--- src/rtl/mtr_drv_pkg.sv ---
// Shared types and constants for the dual H-bridge PWM driver with dead-band insertion.
package mtr_drv_pkg;

  typedef enum logic [1:0] {
    ST_DEAD = 2'd0,
    ST_DRV1 = 2'd1,
    ST_DRV2 = 2'd2
  } pwm_state_e;

  localparam int          DEAD_DEFAULT = 32;
  localparam int          CNT_W        = 11;
  localparam logic [10:0] CNT_MAX      = 11'h7FF;
  localparam logic [10:0] DUTY_RESET   = 11'd1024;

  // Offset-binary view of a two's-complement speed: -1024 -> 0, 0 -> 1024, +1023 -> 2047.
  function automatic logic [10:0] spd_to_duty(input logic [10:0] spd);
    return {~spd[10], spd[9:0]};
  endfunction

endpackage

--- src/rtl/pwm_deadband.sv ---
// One H-bridge channel: period-latched duty, PWM compare and dead-band FSM.
// state   | meaning
// ST_DEAD | both legs off, timing the dead band after a raw edge
// ST_DRV1 | forward leg driven
// ST_DRV2 | reverse leg driven
module pwm_deadband
  import mtr_drv_pkg::*;
#(
  parameter int DEAD = DEAD_DEFAULT
) (
  input  logic              clk,
  input  logic              rst,
  input  logic [CNT_W-1:0]  cnt,
  input  logic              wrap,
  input  logic [CNT_W-1:0]  spd,
  output logic              pwm1,
  output logic              pwm2
);

  localparam logic [7:0] DEAD_LAST = 8'(DEAD - 1);

  logic [CNT_W-1:0] duty_q;
  logic             raw;
  logic             last_raw;
  logic [7:0]       dead_cnt;
  pwm_state_e       state;

  always_ff @(posedge clk) begin
    if (rst) begin
      duty_q   <= DUTY_RESET;
      raw      <= 1'b0;
      last_raw <= 1'b0;
      dead_cnt <= '0;
      state    <= ST_DEAD;
      pwm1     <= 1'b0;
      pwm2     <= 1'b0;
    end else begin
      if (wrap) duty_q <= spd_to_duty(spd);
      raw <= (cnt < duty_q);
      case (state)
        ST_DEAD: begin
          // A raw edge inside the dead band only restarts the timer.
          if (raw != last_raw) begin
            last_raw <= raw;
            dead_cnt <= '0;
          end else if (dead_cnt == DEAD_LAST) begin
            state <= last_raw ? ST_DRV1 : ST_DRV2;
            pwm1  <= last_raw;
            pwm2  <= ~last_raw;
          end else begin
            dead_cnt <= dead_cnt + 8'd1;
          end
        end
        ST_DRV1: begin
          if (!raw) begin
            state    <= ST_DEAD;
            last_raw <= 1'b0;
            dead_cnt <= '0;
            pwm1     <= 1'b0;
          end
        end
        ST_DRV2: begin
          if (raw) begin
            state    <= ST_DEAD;
            last_raw <= 1'b1;
            dead_cnt <= '0;
            pwm2     <= 1'b0;
          end
        end
        default: begin
          state <= ST_DEAD;
          pwm1  <= 1'b0;
          pwm2  <= 1'b0;
        end
      endcase
    end
  end

endmodule

--- src/rtl/mtr_drv_pwm.sv ---
// Dual-wheel PWM motor driver: shared period counter feeding two independent dead-band channels.
module mtr_drv_pwm
  import mtr_drv_pkg::*;
#(
  parameter int DEAD = DEAD_DEFAULT
) (
  input  logic                    clk,
  input  logic                    rst,
  input  logic signed [CNT_W-1:0] lft_spd,
  input  logic signed [CNT_W-1:0] rght_spd,
  output logic                    lftPWM1,
  output logic                    lftPWM2,
  output logic                    rghtPWM1,
  output logic                    rghtPWM2
);

  logic [CNT_W-1:0] cnt;
  logic             wrap;

  assign wrap = (cnt == CNT_MAX);

  always_ff @(posedge clk) begin
    if (rst) cnt <= '0;
    else     cnt <= cnt + 11'd1;
  end

  pwm_deadband #(.DEAD(DEAD)) u_lft (
    .clk  (clk),
    .rst  (rst),
    .cnt  (cnt),
    .wrap (wrap),
    .spd  (lft_spd),
    .pwm1 (lftPWM1),
    .pwm2 (lftPWM2)
  );

  pwm_deadband #(.DEAD(DEAD)) u_rght (
    .clk  (clk),
    .rst  (rst),
    .cnt  (cnt),
    .wrap (wrap),
    .spd  (rght_spd),
    .pwm1 (rghtPWM1),
    .pwm2 (rghtPWM2)
  );

endmodule

--- config.mk ---
export PLATFORM = sky130hd
export DESIGN_NAME = mtr_drv_pwm
export DESIGN_NICKNAME = d
export VERILOG_FILES = /design/src/rtl/mtr_drv_pkg.sv /design/src/rtl/pwm_deadband.sv /design/src/rtl/mtr_drv_pwm.sv
export SDC_FILE = /design/constraint.sdc
export NUM_CORES = 1
export LEC_CHECK = 0
export CAP_MARGIN = 25
export CORE_MARGIN = 2
export CORE_UTILIZATION = 60
export CTS_CLUSTER_SIZE = 24
export DETAILED_ROUTE_END_ITERATION = 10
export PLACE_DENSITY = 0.87
export SLEW_MARGIN = 0
export SYNTH_ARGS = -nofsm -noshare
export SYNTH_HDL_FRONTEND = slang
export SYNTH_SLANG_ARGS = --single-unit
--- constraint.sdc ---
create_clock -name clk -period 4.3 [get_ports clk]
set_clock_uncertainty 0.1 [all_clocks]
set_input_delay 0.86 -clock clk [delete_from_list [all_inputs] [get_ports clk]]
set_output_delay 0.86 -clock clk [all_outputs]
set_load 0.01 [all_outputs]
# [Word level (Yosys, flattened, before mapping)]
# Index checks and enable logic that the tools add are counted.
[classes] muxes=44 add_sub_neg=3 bitwise_logic=8 reduce_logical=14 magnitude_cmp=2 n_eq_ne=21
[ops] cell="$mux 8" count=8
[ops] cell="$pmux 8 s3" count=2
[ops] cell="$reduce_and 4->1" count=10
[ops] cell="$lt 11x11->1" count=2
[ops] cell="$mux 2" count=10
[ops] cell="$pmux 1 s3" count=6
[ops] cell="$add 8x1->8 const B" count=2
[ops] cell="$eq 8x5->1 const B" count=2
[ops] cell="$mux 1" count=16
[ops] cell="$ne 2x1->1 const B" count=6
[ops] cell="$pmux 2 s3" count=2
[ops] cell="$add 11x1->11 const B" count=1
[ops] cell="$eq 11x11->1 const B" count=1
[ops] cell="$ne 2x2->1 const B" count=4
[ops] cell="$not 1->1" count=8
[ops] cell="$ne 3x2->1 const B" count=2
[ops] cell="$reduce_bool 3->1" count=2
[ops] cell="$eq 2x1->1 const B" count=2
[ops] cell="$eq 2x2->1 const B" count=2
[ops] cell="$logic_not 2->1" count=2
[ops] cell="$ne 1x1->1" count=2
[totals] out_inout_bits=4 register_bits=61 wordCells=107 inputBits=24

# [Depth between registers and ports, before layout]
# Gate-level depths: netlist of run 1.
[logic_depth] word_depth=4 ltp_mapped=8 ltp_nobuf=7

# [Modules after synthesis]
# From an unflattened synthesis of run 1, not the netlist that was laid out.
[hier_totals] cells_unflattened=383 hier_area_um2=3379.5
[by_module_without_submodules] module="pwm_deadband" seq_area_each_um2=500.5 area_each_um2=1453.9 cells_each=166 instances=2
[by_module_without_submodules] module="mtr_drv_pwm" seq_area_each_um2=220.2 area_each_um2=471.7 cells_each=51 instances=1

# [Least setup slack after synthesis of run 1]
# OpenSTA, ideal clock, no wires.
[synth_path] kind="register to register" startpoint="register u_rght.dead_cnt[5]" endpoint="register u_rght.pwm2" arrival_time_ns=1.793 period_less_slack_ns=1.977 setup_ns=0.084 setup_slack_ns=2.323 n_path_buf=0 path_stages_with_launch=5 required_ns=4.116 path_cell_list="dfxtp_1 > or4b_1 > or3_4 > or4_4 > o31ai_2"
[synth_between] elab_chain_cells=3
[synth_rtl] item="start: declaration" line="pwm_deadband.sv:25" text="logic [7:0] dead_cnt;"
[synth_rtl] item="start signal: assignment" line="pwm_deadband.sv:51" text="dead_cnt <= dead_cnt + 8'd1;"
[synth_rtl] item="$eq 8x5->1" line="pwm_deadband.sv:46" text="end else if (dead_cnt == DEAD_LAST) begin"
[synth_rtl] item="$ne 2x1->1 (no line)"
[synth_rtl] item="$reduce_and 4->1 (no line)"
[synth_rtl] item="end signal: assignment" line="pwm_deadband.sv:49" text="pwm2 <= ~last_raw;"
[synth_rtl] item="end: declaration" line="pwm_deadband.sv:17" text="output logic pwm2"
# No other way between the ends.
# A chain may end at the register's enable or synchronous reset.

# [Final worst setup path of run 1]
[layout_path] startpoint="register cnt[1]" endpoint="register u_lft.duty_q[5]"
[layout_between] elab_chain_cells=1
[layout_rtl] item="start: declaration" line="mtr_drv_pwm.sv:17" text="logic [CNT_W-1:0] cnt;"
[layout_rtl] item="start signal: assignment" line="mtr_drv_pwm.sv:24" text="else cnt <= cnt + 11'd1;"
[layout_rtl] item="$eq 11x11->1" line="mtr_drv_pwm.sv:20" text="assign wrap = (cnt == CNT_MAX);"
[layout_rtl] item="end signal: assignment" line="pwm_deadband.sv:38" text="if (wrap) duty_q <= spd_to_duty(spd);"
[layout_rtl] item="end: declaration" line="pwm_deadband.sv:22" text="logic [CNT_W-1:0] duty_q;"
# No other way between the ends.

==> flow_summary.toml, run 1 <==
[run_status]
status = "finished clean"

[yosys]
async_flop_share_pct = 0
synth_area_leader_cell = "dfxtp_1"
synth_cell_types = 51
synth_warnings = 0
ys_top_cells_by_count = "61 x dfxtp_1, 60 x nand2_1, 49 x a21oi_1"
synth_top_area_share_pct = 37.3
ys_seq_elements = 61
synth_area_sq_um = 3280
synthCells = 413
ys_top_cells_by_area = "dfxtp_1 37%, ha_1 12%, a21oi_1 7.5%"
synth-edff-count = 0
ys_seq_area_share_pct = 37.3
syn-mean-instance-area_sq_um = 7.93
synth_nets = 468
synth_top_flop_cell = "dfxtp_1"
yosysMostFrequentCell = "dfxtp_1"

[clocking]
cts_inserted_buffers = 9
h-tree-depth = 3
clk_pin_slew_ns = 0.07
cts_resized = 0
cts_hold_buf = 0
clockBufferDepth = 2
cts_tree = "done"
cts_root_buf = "clkbuf_8"
clk_latency_ns = 0.34
post_cts_buffers = 0
clkSinkCount = 61

[power_and_ir_drop]
ir_drop_mv = 0.202
power_leakage_nw = 1.45
p_clk_share_pct = 45.2
p_comb_share_pct = 6.5
pwr-share-seq_pct = 48.4
p_sw_w = 0.000270
power.density_nw_per_um2 = 319
switching_share_pct = 22.3
p_int_w = 0.000939

[sta]
tightest_slew_ns = 0.848
period_minus_slack_ns = 2.54
hold_slack_ns = 0.352
slew_viol_final = 0
final_hold_viol_count = 0
worst_slack_ns = 1.76
rsz0062_at_grt = "no"
slew_headroom_pct = 43.5
min_period_over_period_pct = 59.0
fmax_mhz = 394
tns_ns = 0
setup_viol = 0

[setup_path]
start_kind = "flip-flop"
worstReg2RegEnd = "u_lft.duty_q[5]$_SDFFE_PP0N_"
path_max_fanout = 24
worstPathRequired_ns = 4.47
path_class = "flip-flop to flip-flop"
r2r_setup_slack_ns = 1.76
critical_path_arrival_ns = 2.70
worstPathCellList = "ha_1 > nand3_1 > nor4_1 > and2_1 > nand2_1 > a21oi_1"
slowest_delay_ns = 0.76
crit_buf_inv = 0
cp.depth = 6
end_kind = "flip-flop"
slowest_stage = "and2_1"
crit_family = "simple AND/OR/NAND/NOR gates"
worstReg2RegStart = "cnt[1]$_SDFF_PP0_"
critPathLaunch = "cnt[1]$_SDFF_PP0_"
ff2ff_path_depth = 6

[hold_path]
hold_depth = 2
hold_end = "u_lft.pwm1$_SDFFE_PP0P_"
min-delay-start = "u_lft.pwm1$_SDFFE_PP0P_"
hold_class = "flip-flop to flip-flop"

[layout]
utilization_pct = 73.2
area_delta_synth_final_pct = 15.6
n_antenna_cell = 0
layoutNonFillerInstCount = 509
layout.nets = 489
drive_gt1_share_pct = 4.56

[placed_design]
dp_hpwl_um = 4630
place.gp.congestion = 0.834
portBuffers = 27
post-place-ws_ns = 1.74
placedCellCount = 492

[die]
core_sq_um = 5170
die_w_um = 77.9
start_util_pct = 63.3
rows = 26
ios = 28
die_h_um = 77.9
die-area_sq_um = 6070

[route]
routed_wl_um = 6930
dr.pass1.iters = 4
vias = 2889
via_per_inst = 5.68
wl_per_cell_um = 13.6
drc = 0
drtIter0Drc = 110
final_antenna_net_count = 0

[global_routing]
first_global_vias = 2733
antenna_found_initial = 0
track_usage_pct = 24.4
grt_max_degree = 61
grt_pass1_wl_um = 11800
overflow = 0

[job]
max-cap-violations = 0
[flip-flops by register name (all words and copies together) (netlist names), 2 cells and up]
name / count
u_lft.dead_cnt: 8
u_rght.dead_cnt: 8
cnt: 11
u_lft.duty_q: 11
u_rght.state: 2
u_lft.state: 2
u_rght.duty_q: 11
[how the worst max path moves through the flow]
stage,endpoint
after floorplan,u_rght.pwm2$_SDFFE_PP0P_
after global placement,u_rght.pwm2$_SDFFE_PP0P_
after detailed placement,u_lft.duty_q[5]$_SDFFE_PP0N_
after CTS,u_lft.duty_q[5]$_SDFFE_PP0N_
after global routing,u_rght.duty_q[3]$_SDFFE_PP0N_
final,u_lft.duty_q[5]$_SDFFE_PP0N_
[per-layer routing]
layer,global-route usage (%),part of all wire (%)
met3,6.28,3.9
met4,10.2,1.8
met5,0,0
met2,39.8,48
met1,30.5,46
[area by class of cell]
type                    instances  area [sq um]
multi-input cells             303          1870
fillers                       395          1390
flip-flops and latches         61          1220
repair buffers                 28           285
clock buffers                  12           135
inverters                      31           116
well taps                      70          87.6
clock inverters                 4          72.6
[logic make-up after synthesis]
| logic type | Yosys count | share of synthesized area (%) |
|---|---|---|
| buffers and inverters | 49 | 5.69 |
| multiplexers | 2 | 0.649 |
| XOR/XNOR | 10 | 2.67 |
| AO/OA/AOI/OAI | 93 | 17.0 |
| flip-flops | 61 | 37.3 |
| AND/OR/NAND/NOR | 167 | 24.8 |
| adder cells (fa/ha/maj) | 31 | 11.8 |
[power groups by stage]
stage	Clock, W	Combinational [W]	Sequential, W
6_report	0.000546	0.0000782	0.000585
5_1_grt	0.000578	0.0000867	0.000586
4_1_cts	0.000554	0.0000755	0.000584
3_5_place_dp	0	0.0000739	0.000596
3_3_place_gp	0	0.0000731	0.000596
2_1_floorplan	0	0.0000493	0.000590
[worst register-to-register path, stage by stage (launching register included)]
cell and delay [ns]:
dfxtp_1 0.39, ha_1 0.21, nand3_1 0.18, nor4_1 0.51, and2_1 0.76, nand2_1 0.13
a21oi_1 0.19
[stage by stage]
| step | instance area [sq um] | total power, W |
|---|---|---|
| 6_report | 3790 | 0.00121 |
| 5_1_grt | 3790 | 0.00125 |
| 3_3_place_gp | 3560 | 0.000669 |
| 4_1_cts | 3770 | 0.00121 |
| 3_5_place_dp | 3560 | 0.000670 |
| 2_1_floorplan | 3280 | 0.000640 |
[cells in the final DEF (no fill, tap or decap), types with 2 or more instances in the layout]
cell type | netlist | layout
clkbuf_8 | 0 | 9
or3_1 | 4 | 4
clkdlybuf4s50_1 | 0 | 26
xor2_1 | 5 | 5
nand2_1 | 60 | 60
nand3b_1 | 3 | 3
a211o_1 | 3 | 3
a2111oi_0 | 2 | 2
and3_1 | 8 | 8
nor3b_1 | 2 | 2
o21ai_0 | 13 | 13
xnor2_1 | 5 | 5
dfxtp_1 | 61 | 61
and2_1 | 3 | 3
clkbuf_1 | 14 | 3
bufinv_16 | 0 | 2
nor3_1 | 6 | 6
a311oi_1 | 4 | 4
nor4_1 | 2 | 2
nand2b_1 | 4 | 4
nor2b_1 | 8 | 8
nor2_1 | 37 | 37
a21o_1 | 4 | 4
nand3_1 | 13 | 13
a31oi_1 | 4 | 4
ha_1 | 31 | 31
inv_1 | 31 | 31
nand4_1 | 8 | 8
a21oi_1 | 49 | 49
o31ai_1 | 3 | 3
Note: power is estimated with default switching activity, not from simulation.
==> inputs of run 2 (changes only) <==
Settings changed: CORE_UTILIZATION 60 to 58, PLACE_DENSITY 0.87 to 0.85.
Clock period 4.3 ns to 2.5 ns, I/O delays scaled along.
==> run 2 against run 1 <==
  * Global-route usage about the same
  * Highest routed layer unchanged
  * Clock power increased by 54%
  * Cell area increased by 0.43%
==> flow_summary.toml, run 2 (same netlist as run 1, synthesis figures left out) <==
[clocking]
cts_tree = "done"
cts_hold_buf = 0
cts_root_buf = "clkbuf_8"
clk_pin_slew_ns = 0.07
h-tree-depth = 3
cts_inserted_buffers = 9
cts_resized = 0
clkSinkCount = 61
clockBufferDepth = 2
clk_latency_ns = 0.34
post_cts_buffers = 0

[sta]
setup_viol = 0
period_minus_slack_ns = 2.17
final_hold_viol_count = 0
slew_headroom_pct = 64.1
fmax_mhz = 461
rsz0062_at_grt = "no"
min_period_over_period_pct = 86.7
tns_ns = 0
tightest_slew_ns = 0.533
slew_viol_final = 0

[setup_path]
path_max_fanout = 11
cp.depth = 7
critical_path_arrival_ns = 2.32
crit_end = "u_rght.duty_q[4]$_SDFFE_PP0N_"
ff2ff_path_depth = 7
crit_family = "simple AND/OR/NAND/NOR gates"
worstPathRequired_ns = 2.65
r2r_setup_slack_ns = 0.33
start_kind = "flip-flop"
worstReg2RegEnd = "u_rght.duty_q[4]$_SDFFE_PP0N_"
slowest_delay_ns = 0.51
slowest_stage = "nor4_1"
path_class = "flip-flop to flip-flop"
end_kind = "flip-flop"
worstPathCellList = "ha_1 > nand3_1 > nor4_1 > and2_1 > buf_4 > nand2_1 > a21oi_1"
critPathLaunch = "cnt[0]$_SDFF_PP0_"
crit_buf_inv = 1
worstReg2RegStart = "cnt[0]$_SDFF_PP0_"

[power_and_ir_drop]
p_int_w = 0.00152
ir_drop_mv = 0.367
p_comb_share_pct = 6.9
pwr-share-seq_pct = 50.7
power.density_nw_per_um2 = 521
switching_share_pct = 23.3
power_leakage_nw = 1.47
p_clk_share_pct = 42.4
p_sw_w = 0.000463

[global_routing]
use_met3_pct = 7.50
grt_pass1_wl_um = 12100
grt_max_degree = 30
track_usage_pct = 24.4
use_met2_pct = 40.8
first_global_vias = 2730
antenna_found_initial = 0
top_usage_layer = "met2"
use_met1_pct = 30.0
overflow = 0

[placed_design]
dp_hpwl_um = 4980
placedCellCount = 500
portBuffers = 27
place.gp.congestion = 0.858

[route]
via_per_inst = 5.67
drc = 0
final_antenna_net_count = 0
dr.pass1.iters = 4
routed_wl_um = 7050
wl_per_cell_um = 13.7
drtIter0Drc = 148
vias = 2924

[die]
core_sq_um = 5470
ios = 28
die_h_um = 79.2
rows = 27
start_util_pct = 59.9
die-area_sq_um = 6260
die_w_um = 79.2

[layout]
layout.nets = 494
mostFrequentLayoutCells = "61 x dfxtp_1, 60 x nand2_1, 49 x a21oi_1"
layoutNonFillerInstCount = 516
drive_gt1_share_pct = 6.31
mostFrequentLayoutCell = "dfxtp_1"
n_antenna_cell = 0
area_delta_synth_final_pct = 16.1
reg_top3 = "cnt: 11 flops, u_lft.duty_q: 11 flops, u_rght.duty_q: 11 flops"

[job]
max-cap-violations = 0

[run_status]
status = "finished clean"

[hold_path]
hold_class = "flip-flop to flip-flop"
hold_depth = 2
==> run 2: layout make-up <==
cell class,count,area (sq um)
Clock inverter,3,17.5
Inverter,31,116
Clock buffer,13,179
Multi-Input combinational cell,303,1870
Fill cell,436,1670
Timing Repair Buffer,33,310
Sequential cell,61,1220
Tap cell,72,90.1
==> run 2: how the worst min path moves through the flow <==
stage                                   from                  endpoint
finish              u_rght.pwm1$_SDFFE_PP0P_  u_rght.pwm1$_SDFFE_PP0P_
global route        u_rght.pwm1$_SDFFE_PP0P_  u_rght.pwm1$_SDFFE_PP0P_
CTS                 u_rght.pwm1$_SDFFE_PP0P_  u_rght.pwm1$_SDFFE_PP0P_
detailed placement  u_rght.pwm1$_SDFFE_PP0P_  u_rght.pwm1$_SDFFE_PP0P_
global placement     u_lft.pwm1$_SDFFE_PP0P_   u_lft.pwm1$_SDFFE_PP0P_
floorplan                  cnt[0]$_SDFF_PP0_         cnt[0]$_SDFF_PP0_
==> run 2: power by group through the flow <==
stage / Combinational [W] / Sequential [W] / Clock (W)
2_1_floorplan: 0.0000848 / 0.00102 / 0
3_3_place_gp: 0.000129 / 0.00102 / 0
3_5_place_dp: 0.000132 / 0.00103 / 0
4_1_cts: 0.000135 / 0.00100 / 0.000858
5_1_grt: 0.000150 / 0.00101 / 0.000907
6_report: 0.000136 / 0.00100 / 0.000840
==> run 2: worst min-delay path, delay by kind of cell, from the launching register on <==
family	cells	cell delay, ns
flops	1	0.31
simple gates	2	0.10
==> run 2: routing by layer <==
layer	vias up	wire length, um
met2	70	3340
li1	1484	-
met1	1357	3320
met3	13	297
met4	0	85
met5	-	0
==> run 2: metrics by stage <==
| step | hold WS, ns | total power (W) | setup slack, ns | utilization [%] | area (sq um) |
|---|---|---|---|---|---|
| 5_1_grt | 0.385 | 0.00206 | 0.162 | 69.5 | 3800 |
| 4_1_cts | 0.356 | 0.00200 | 0.371 | 69.5 | 3800 |
| 3_5_place_dp | 0.346 | 0.00116 | 0.384 | 65.9 | 3610 |
| 3_3_place_gp | 0.338 | 0.00115 | 0.490 | 65.9 | 3610 |
| 6_report | 0.352 | 0.00198 | 0.332 | 69.5 | 3800 |
| 2_1_floorplan | 0.332 | 0.00110 | 0.523 | - | 3280 |
==> inputs of run 3 (changes only) <==
Settings changed: CORE_MARGIN 2 to 4, CORE_UTILIZATION 58 to 40, PLACE_DENSITY 0.85 to 0.64, SLEW_MARGIN 0 to unset.
==> run 3 against run 2 <==
  * Via count down 2.4%
  * Cell area about the same
  * Die area up 55%
  * Fmax up 2.7%
  * Combinational power about the same
  * Core utilization down 21 points
  * Sequential power about the same
  * Register-to-register slack better by 0.06 ns
  * Critical path depth unchanged
  * Clock power down 5.5%
  * Sequential cell count unchanged
  * Count of clock-buffer cells in the layout down 1
  * Critical path type unchanged
  * Critical endpoint is now u_lft.dead_cnt[2]$_SDFFE_PP0P_
  * Largest power group unchanged
==> flow_summary.toml, run 3 (same netlist as run 1, synthesis figures left out) <==
[die]
die_w_um = 98.5
die-area_sq_um = 9700
die_h_um = 98.5
start_util_pct = 41.7
ios = 28
rows = 32
core_sq_um = 7850

[clocking]
cts_hold_buf = 0
clk_latency_ns = 0.35
clkSinkCount = 61
post_cts_buffers = 0
cts_root_buf = "clkbuf_8"
clockBufferDepth = 2
cts_resized = 0
clk_pin_slew_ns = 0.07
h-tree-depth = 3
cts_tree = "done"
cts_inserted_buffers = 9

[global_routing]
grt_max_degree = 36
use_met3_pct = 3.68
antenna_found_initial = 0
top_usage_layer = "met2"
overflow = 0
use_met1_pct = 20.5
grt_pass1_wl_um = 11800
first_global_vias = 2547
use_met2_pct = 21.6
track_usage_pct = 14.9

[run_status]
status = "finished clean"

[sta]
rsz0062_at_grt = "no"
min_period_over_period_pct = 84.4
period_minus_slack_ns = 2.11
final_hold_viol_count = 0
tightest_slew_ns = 0.663
slew_headroom_pct = 55.8
setup_viol = 0
slew_viol_final = 0
fmax_mhz = 474
tns_ns = 0

[hold_path]
hold_class = "flip-flop to flip-flop"

[job]
max-cap-violations = 0

[route]
drtIter0Drc = 129
via_per_inst = 5.25
final_antenna_net_count = 0
vias = 2855
drc = 0
wl_per_cell_um = 12.8
routed_wl_um = 6950
dr.pass1.iters = 4

[layout]
reg_top3 = "cnt: 11 flops, u_lft.duty_q: 11 flops, u_rght.duty_q: 11 flops"
n_fill_cell = 793
mostFrequentLayoutCells = "61 x dfxtp_1, 60 x nand2_1, 49 x a21oi_1"
mostFrequentLayoutCell = "dfxtp_1"
utilization_pct = 48.5
n_antenna_cell = 0
area_delta_synth_final_pct = 16.2
layout.nets = 492
drive_gt1_share_pct = 5.66

[setup_path]
critical_path_arrival_ns = 2.21
crit_family = "compound AO/OA/AOI/OAI gates"
end_kind = "flip-flop"
start_kind = "flip-flop"
path_max_fanout = 9
slowest_delay_ns = 0.45
slowest_stage = "o21ai_0"
worstPathCellList = "inv_1 > ha_1 > and3b_1 > o21ai_0 > nor2_1 > a21oi_1 > a311oi_1"
crit_buf_inv = 1
worstPathRequired_ns = 2.60
path_class = "flip-flop to flip-flop"

[power_and_ir_drop]
ir_drop_mv = 0.357
power.density_nw_per_um2 = 508
power_leakage_nw = 1.45

[placed_design]
place.gp.congestion = 0.831
portBuffers = 27
dp_hpwl_um = 4950
run 3: cell types whose count changed in the layout (fill, tap and decap cells not counted):
cell,change
buf_4,-2
clkbuf_8,-2
clkbuf_1,+1
clkinv_2,+1
run 3: report_power, final:
group          switching (W)  internal (W)
sequential         0.0000199      0.000985
clock               0.000386      0.000408
combinational      0.0000664     0.0000678
run 3: stage by stage:
step | instances | power [W] | setup slack [ns] | hold WS, ns | area, sq um
6_report | 544 | 0.00193 | 0.389 | 0.355 | 3810
5_1_grt | 544 | 0.00203 | 0.188 | 0.373 | 3810
4_1_cts | 544 | 0.00197 | 0.408 | 0.357 | 3810
3_5_place_dp | 528 | 0.00116 | 0.434 | 0.349 | 3630
3_3_place_gp | 528 | 0.00116 | 0.491 | 0.342 | 3630
2_1_floorplan | 413 | 0.00110 | 0.523 | 0.332 | 3280
run 3: final cells by class:
cell class,instances,area (sq um),share of cell area [%]
Timing Repair Buffer,31,295,7.76
Clock buffer,12,155,4.08
Multi-Input combinational cell,303,1870,49.1
Sequential cell,61,1220,32.1
Inverter,31,116,3.06
Tap cell,102,128,3.35
Clock inverter,4,22.5,0.592
run 3: layer usage:
metal	vias up	wire length (um)	part of all wire (%)
met4	0	144	2.1
met2	48	3040	44
met1	1314	3510	50
met3	12	257	3.7
li1	1481	-	-
met5	-	0	0
run 3: worst paths after layout:
| check | depth (start not counted) | start | slack, ns | to |
|---|---|---|---|---|
| worst max-delay path | 7 | u_lft.state[1]$_SDFFE_PP0P_ | 0.39 | u_lft.dead_cnt[2]$_SDFFE_PP0P_ |
| worst min-delay path | 2 | u_lft.duty_q[1]$_SDFFE_PP0N_ | 0.36 | u_lft.duty_q[1]$_SDFFE_PP0N_ |
| worst max register to register | 7 | u_lft.state[1]$_SDFFE_PP0P_ | 0.39 | u_lft.dead_cnt[2]$_SDFFE_PP0P_ |
| worst min register to register | 2 | u_lft.duty_q[1]$_SDFFE_PP0N_ | 0.36 | u_lft.duty_q[1]$_SDFFE_PP0N_ |
run 3: worst min-delay path, stage by stage (launching register included):
cell     delay [ns]
dfxtp_1        0.30
nand2_1        0.05
a21oi_1        0.05
